==> config.mk <==
export PLATFORM = sky130hd
export DESIGN_NAME = rpn_stack_ctrl_flat
export DESIGN_NICKNAME = d
export VERILOG_FILES = /design/src/rtl/rpn_pkg.sv /design/src/rtl/rpn_stack_ctrl_if.sv /design/src/rtl/rpn_alu.sv /design/src/rtl/rpn_stack_ctrl.sv /design/src/flat_wrapper.sv
export SDC_FILE = /design/constraint.sdc
export NUM_CORES = 1
export LEC_CHECK = 0
export BUFFER_PORTS_ARGS = -buffer_cell sky130_fd_sc_hd__buf_4
export CELL_PAD_IN_SITES_DETAIL_PLACEMENT = 0
export CELL_PAD_IN_SITES_GLOBAL_PLACEMENT = 1
export CORE_ASPECT_RATIO = 1.25
export CORE_MARGIN = 3
export CORE_UTILIZATION = 38
export DETAILED_ROUTE_END_ITERATION = 6
export GPL_TIMING_DRIVEN = 0
export HOLD_SLACK_MARGIN = 0.15
export PLACE_DENSITY_LB_ADDON = 0.3
export SYNTH_ARGS = -nofsm -noshare
export SYNTH_HDL_FRONTEND = slang
export SYNTH_SLANG_ARGS = --single-unit
==> constraint.sdc <==
create_clock -name clk -period 2.1 [get_ports clk]
set_input_delay 0.105 -clock clk [delete_from_list [all_inputs] [get_ports clk]]
set_output_delay 0.105 -clock clk [all_outputs]
set_load 0.05 [all_outputs]
==> src/rtl/rpn_pkg.sv <==
// Shared definitions for the RPN evaluator: size defaults, opcode encodings
// and the controller state type.
package rpn_pkg;

  localparam int unsigned RPN_WIDTH   = 4;
  localparam int unsigned RPN_DEPTH   = 8;
  localparam int unsigned RPN_DEPTH_W = 4;

  localparam logic [2:0] OP_ADD = 3'd0;
  localparam logic [2:0] OP_SUB = 3'd1;
  localparam logic [2:0] OP_AND = 3'd2;
  localparam logic [2:0] OP_OR  = 3'd3;
  localparam logic [2:0] OP_XOR = 3'd4;

  typedef enum logic [2:0] {
    IDLE     = 3'd0,
    PUSH_NUM = 3'd1,
    POP_B    = 3'd2,
    CAP_B    = 3'd3,
    POP_A    = 3'd4,
    CAP_A    = 3'd5,
    PUSH_RES = 3'd6,
    ERR      = 3'd7
  } rpn_state_e;

endpackage

==> src/rtl/rpn_stack_ctrl_if.sv <==
// Token stream and LIFO stack signals seen by the RPN controller.
// master = controller side, slave = token source plus stack side.
interface rpn_stack_ctrl_if #(
  parameter int unsigned WIDTH = rpn_pkg::RPN_WIDTH
);
  logic             tok_valid;
  logic             tok_is_op;
  logic [WIDTH-1:0] tok_data;
  logic             tok_ready;
  logic [WIDTH-1:0] stk_data_in;
  logic             stk_push;
  logic             stk_pop;
  logic [WIDTH-1:0] stk_data_out;
  logic             stk_full;
  logic             stk_empty;

  modport master (
    input  tok_valid, tok_is_op, tok_data, stk_data_out, stk_full, stk_empty,
    output tok_ready, stk_data_in, stk_push, stk_pop
  );

  modport slave (
    output tok_valid, tok_is_op, tok_data, stk_data_out, stk_full, stk_empty,
    input  tok_ready, stk_data_in, stk_push, stk_pop
  );
endinterface

==> src/rtl/rpn_alu.sv <==
// Combinational operator for the RPN evaluator; a is the deeper operand,
// b the top of stack. Results wrap modulo 2^WIDTH.
module rpn_alu
  import rpn_pkg::*;
#(
  parameter int unsigned WIDTH = RPN_WIDTH
) (
  input  logic [2:0]       op,
  input  logic [WIDTH-1:0] a,
  input  logic [WIDTH-1:0] b,
  output logic [WIDTH-1:0] y
);

  always_comb begin
    y = '0;
    case (op)
      OP_ADD:  y = a + b;
      OP_SUB:  y = a - b;
      OP_AND:  y = a & b;
      OP_OR:   y = a | b;
      OP_XOR:  y = a ^ b;
      default: y = '0;
    endcase
  end

endmodule

==> src/rtl/rpn_stack_ctrl.sv <==
// Reverse-Polish evaluator FSM driving push/pop strobes into an external
// LIFO; tracks stack depth itself so underflow is caught before any pop.
module rpn_stack_ctrl
  import rpn_pkg::*;
#(
  parameter int unsigned WIDTH   = RPN_WIDTH,
  parameter int unsigned DEPTH   = RPN_DEPTH,
  parameter int unsigned DEPTH_W = RPN_DEPTH_W
) (
  input  logic             clk,
  input  logic             rstN,
  rpn_stack_ctrl_if.master bus,
  output logic [WIDTH-1:0] result,
  output logic             result_valid,
  output logic             error
);

  rpn_state_e         state_q, state_d;
  logic [DEPTH_W-1:0] depth_q, depth_d;
  logic [2:0]         op_q, op_d;
  logic [WIDTH-1:0]   opnd_q, opnd_d;
  logic [WIDTH-1:0]   b_q, b_d;
  logic [WIDTH-1:0]   result_q, result_d;
  logic               rv_q, rv_d;
  logic               live_q;
  logic [WIDTH-1:0]   alu_y;
  logic               tok_ready_w;
  logic               tok_fire;
  logic               op_legal;

  rpn_alu #(.WIDTH(WIDTH)) u_alu (
    .op (op_q),
    .a  (bus.stk_data_out),
    .b  (b_q),
    .y  (alu_y)
  );

  // live_q keeps tok_ready low while reset is held and for no longer
  assign tok_ready_w = live_q && (state_q == IDLE);
  assign tok_fire    = bus.tok_valid && tok_ready_w;
  assign op_legal    = (bus.tok_data <= WIDTH'(OP_XOR));

  always_comb begin
    state_d  = state_q;
    depth_d  = depth_q;
    op_d     = op_q;
    opnd_d   = opnd_q;
    b_d      = b_q;
    result_d = result_q;
    rv_d     = 1'b0;
    case (state_q)
      IDLE: begin
        if (tok_fire) begin
          if (!bus.tok_is_op) begin
            if ((depth_q < DEPTH_W'(DEPTH)) && !bus.stk_full) begin
              opnd_d  = bus.tok_data;
              state_d = PUSH_NUM;
            end else begin
              state_d = ERR;
            end
          end else if ((depth_q >= DEPTH_W'(2)) && !bus.stk_empty && op_legal) begin
            op_d    = bus.tok_data[2:0];
            state_d = POP_B;
          end else begin
            state_d = ERR;
          end
        end
      end
      PUSH_NUM: begin
        depth_d = depth_q + DEPTH_W'(1);
        state_d = IDLE;
      end
      POP_B: state_d = CAP_B;
      CAP_B: begin
        b_d     = bus.stk_data_out;
        state_d = POP_A;
      end
      POP_A: state_d = CAP_A;
      // Result is computed as a arrives so it is registered during PUSH_RES.
      CAP_A: begin
        result_d = alu_y;
        rv_d     = 1'b1;
        state_d  = PUSH_RES;
      end
      PUSH_RES: begin
        depth_d = depth_q - DEPTH_W'(1);
        state_d = IDLE;
      end
      ERR:     state_d = ERR;
      default: state_d = ERR;
    endcase
  end

  always_ff @(posedge clk or negedge rstN) begin
    if (!rstN) begin
      state_q  <= IDLE;
      depth_q  <= '0;
      op_q     <= '0;
      opnd_q   <= '0;
      b_q      <= '0;
      result_q <= '0;
      rv_q     <= 1'b0;
      live_q   <= 1'b0;
    end else begin
      state_q  <= state_d;
      depth_q  <= depth_d;
      op_q     <= op_d;
      opnd_q   <= opnd_d;
      b_q      <= b_d;
      result_q <= result_d;
      rv_q     <= rv_d;
      live_q   <= 1'b1;
    end
  end

  assign bus.tok_ready   = tok_ready_w;
  assign bus.stk_push    = (state_q == PUSH_NUM) || (state_q == PUSH_RES);
  assign bus.stk_pop     = (state_q == POP_B) || (state_q == POP_A);
  assign bus.stk_data_in = (state_q == PUSH_RES) ? result_q : opnd_q;
  assign result          = result_q;
  assign result_valid    = rv_q;
  assign error           = (state_q == ERR);

endmodule

==> src/flat_wrapper.sv <==
// flat-port wrapper written by rule: the top's interface ports become plain ports
module rpn_stack_ctrl_flat import rpn_pkg::*;
#(
  parameter int unsigned WIDTH   = RPN_WIDTH,
  parameter int unsigned DEPTH   = RPN_DEPTH,
  parameter int unsigned DEPTH_W = RPN_DEPTH_W
)
  (clk, rstN, result, result_valid, error, bus_tok_valid, bus_tok_is_op, bus_tok_data, bus_stk_data_out, bus_stk_full, bus_stk_empty, bus_tok_ready, bus_stk_data_in, bus_stk_push, bus_stk_pop);
  rpn_stack_ctrl_if #(.WIDTH(WIDTH)) bus_i ();
  input  logic clk;
  input  logic rstN;
  output logic [WIDTH-1:0] result;
  output logic result_valid;
  output logic error;
  input wire logic [$bits(bus_i.tok_valid)-1:0] bus_tok_valid;
  input wire logic [$bits(bus_i.tok_is_op)-1:0] bus_tok_is_op;
  input wire logic [$bits(bus_i.tok_data)-1:0] bus_tok_data;
  input wire logic [$bits(bus_i.stk_data_out)-1:0] bus_stk_data_out;
  input wire logic [$bits(bus_i.stk_full)-1:0] bus_stk_full;
  input wire logic [$bits(bus_i.stk_empty)-1:0] bus_stk_empty;
  output wire logic [$bits(bus_i.tok_ready)-1:0] bus_tok_ready;
  output wire logic [$bits(bus_i.stk_data_in)-1:0] bus_stk_data_in;
  output wire logic [$bits(bus_i.stk_push)-1:0] bus_stk_push;
  output wire logic [$bits(bus_i.stk_pop)-1:0] bus_stk_pop;
  assign bus_i.tok_valid = bus_tok_valid;
  assign bus_i.tok_is_op = bus_tok_is_op;
  assign bus_i.tok_data = bus_tok_data;
  assign bus_i.stk_data_out = bus_stk_data_out;
  assign bus_i.stk_full = bus_stk_full;
  assign bus_i.stk_empty = bus_stk_empty;
  assign bus_tok_ready = bus_i.tok_ready;
  assign bus_stk_data_in = bus_i.stk_data_in;
  assign bus_stk_push = bus_i.stk_push;
  assign bus_stk_pop = bus_i.stk_pop;
  rpn_stack_ctrl #(.WIDTH(WIDTH), .DEPTH(DEPTH), .DEPTH_W(DEPTH_W)) u_core (.clk(clk), .rstN(rstN), .bus(bus_i), .result(result), .result_valid(result_valid), .error(error));
endmodule
==> out/metrics.cfg <==
[global_routing]
grt_max_degree=25
grt_overflow_total=0
track_usage=0.148
antenna_found_initial=0
grt_pass1_wl_microns=5900
grt_pass1_vias=1311

[min_path]
hold_class=input port to register

[logic_synthesis]
ys_seq_elements=24
syn_nets=193
ys.warnings.count=0
syn_area_sq_um=1570
synthCells=163
ys_types=42
avgSynthCellArea_sq_um=9.60
ys_seq_area_frac=0.384

[sta]
slew_headroom=0.667
finalSetupViolCount=0
max_freq_mhz=507
hold_ws_ns=0.160
hold_viol=0
min_period_ns=1.97
worstMarginPinSlew_ns=0.497
grt_setup_unrepaired=true
clock_skew_ns=0.00329
min_period_over_period=0.939
slew_viol_final=0

[die]
core_sq_um=3880
std_cell_rows=25
start_util=0.404
chipHeight_microns=77.8
die_w_microns=63.4
dieArea_sq_um=4930
pin_count=27

[power]
p_leak_nw=0.982
totalPowerFinal_mw=3.04
power_density_nw_per_um2=1520
vdd_drop_max_v=0.000793

[clock_tree]
numCtsBuffers=3
cts_root_buf=clkbuf_8
ctsLongestPathBuffers=2
cts_tree=done
h-tree-depth=1
worstSkewPairLatency_ns=0.26
clk_pin_slew_ns=0.08
clock-sinks=24

[routing]
drtIter0Drc=35
antenna_left=0
drc=0
dr.pass1.iters=4
wl_per_cell_microns=13.6
finalWirelength_microns=3460
routed_via_density=4.99
via_count=1272

[critical_path]
endpoint_kind=register
startpoint=u_core.op_q[1]
r2r_cells=10
crit_end=u_core.result[3]
crit_arrival_ns=2.16
crit_required_ns=2.29
reg2reg_slack_ns=0.13
r2r_start=u_core.op_q[1]
crit_fanout=8
path_class=register to register
start_kind=register
r2r_end=u_core.result[3]

[placement]
dpl_cell_area_sq_um=1830
port_buffers=26
dp.cells=243
dp_hpwl_microns=2630
globalplace.congestion=0.812

[cells_and_area]
design_area_sq_um=1990
antenna_cells=0
fin_nets=233
fillers=388
syn_to_final_growth_pct=27.4
drive_gt1_frac=0.284
final_cell_mix=32 x buf_4, 25 x nand2_1, 22 x dfrtp_1, 14 x ha_1
stdcell_count=255
layout_commonest_cell=buf_4
finalCoreUtilization=0.514

[run]
cap_violations=0

[outcome]
status=finished clean

==> metrics by stage <==
| stage | setup TNS (ns) | setup WS, ns |
|---|---|---|
| finish | 0 | 0.128 |
| global route | -0.0410 | -0.0410 |
| CTS | 0 | 0.000573 |
| detailed placement | -0.0957 | -0.0957 |
| global placement | -0.0714 | -0.0714 |
| floorplan | 0 | 0.0813 |
==> cell usage after synthesis (all sizes together) <==
cell type	instances	area [sq um]
nor2b	3	18.8
buf	5	36.3
a22oi	3	22.5
nor3b	3	22.5
and3	1	6.26
dfrtp	24	601
nand3b	2	18.8
a21oi	3	15.0
nor4b	1	23.8
or3	1	6.26
inv	14	52.6
fa	2	40.0
o211ai	1	7.51
mux2i	2	20.0
nand2	26	100
or3b	1	8.76
a311oi	1	8.76
nand3	2	15.0
o21a	4	30.0
a21o	2	15.0
o22a	1	8.76
nand4	1	6.26
mux2	6	67.6
xor2	2	17.5
nor4	1	6.26
o22ai	1	6.26
o2111ai	1	8.76
o21ai	10	50.1
nor2	13	56.3
conb	1	3.75
o221ai	3	26.3
xnor2	6	52.6
a31oi	1	6.26
ha	14	175
nor3	1	5.00
==> critical path, stage by stage (launching register included) <==
cell and delay (ns):
dfrtp_2 0.48, nor2_4 0.13, nand2_1 0.08, nor2_1 0.10, a21o_1 0.13, inv_1 0.05
ha_1 0.26, nor2b_1 0.13, o21a_1 0.20, o2111ai_1 0.16, nor3b_2 0.18
==> area by class of cell <==
| type | instances | area, sq um | share of cell area |
|---|---|---|---|
| multi-input cells | 120 | 911 | 0.457 |
| flip-flops and latches | 24 | 603 | 0.302 |
| repair buffers | 36 | 285 | 0.143 |
| well taps | 54 | 67.6 | 0.0339 |
| inverters | 14 | 55.1 | 0.0276 |
| clock buffers | 3 | 41.3 | 0.0207 |
| plain buffers | 4 | 31.3 | 0.0157 |
==> cells by family after synthesis <==
family                     share of synthesized area
AOI/OAI and AO/OA                              0.131
xor gates and xnor gates                      0.0448
adders and majority gates                      0.137
buffers and inverters                         0.0568
DFF                                            0.384
muxes                                         0.0560
other                                        0.00240
and+or+nand+nor                                0.188
==> registers in the layout, summed over array words and instances, names as in the netlist, named ones only <==
signal               flops
u_core.state_q           2
u_core.b_q               4
u_core.live_q            1
u_core.depth_q           4
u_core.op_q              3
u_core.opnd_q            4
u_core.result_valid      1
u_core.result            4
==> layer usage <==
| metal | track usage | part of all wire |
|---|---|---|
| met5 | 0 | 0 |
| met4 | 0.0389 | 0.0084 |
| met3 | 0.0203 | 0.026 |
| met2 | 0.290 | 0.55 |
| met1 | 0.162 | 0.41 |
==> how the worst min path moves through the flow <==
stage                   startpoint                          to  cells past startpoint
2_1_floorplan                 rstN  asynchronous set/reset pin                      0
3_3_place_gp                  rstN               u_core.b_q[0]                      1
3_5_place_dp                  rstN               u_core.b_q[1]                      1
4_1_cts              bus_tok_valid                    register                      3
5_1_grt              bus_tok_valid                    register                      3
6_report       bus_stk_data_out[2]               u_core.b_q[2]                      3
==> power by group <==
group	total [mW]	switching (mW)	leakage [nW]	internal, mW
registers	0.825	0.165	0.293	0.660
clock network	0.268	0.139	0.0216	0.128
logic	1.95	1.15	0.668	0.795
total	3.04	1.46	0.982	1.58
==> timing repair <==
action,in CTS,in global routing
hold endpoints to repair,32,0
gates resized for setup,2,11
hold buffers,6,0
buffers inserted,0,4
setup endpoints to repair,1,4
pin swaps,0,4
(Power assumes the default switching activity.)
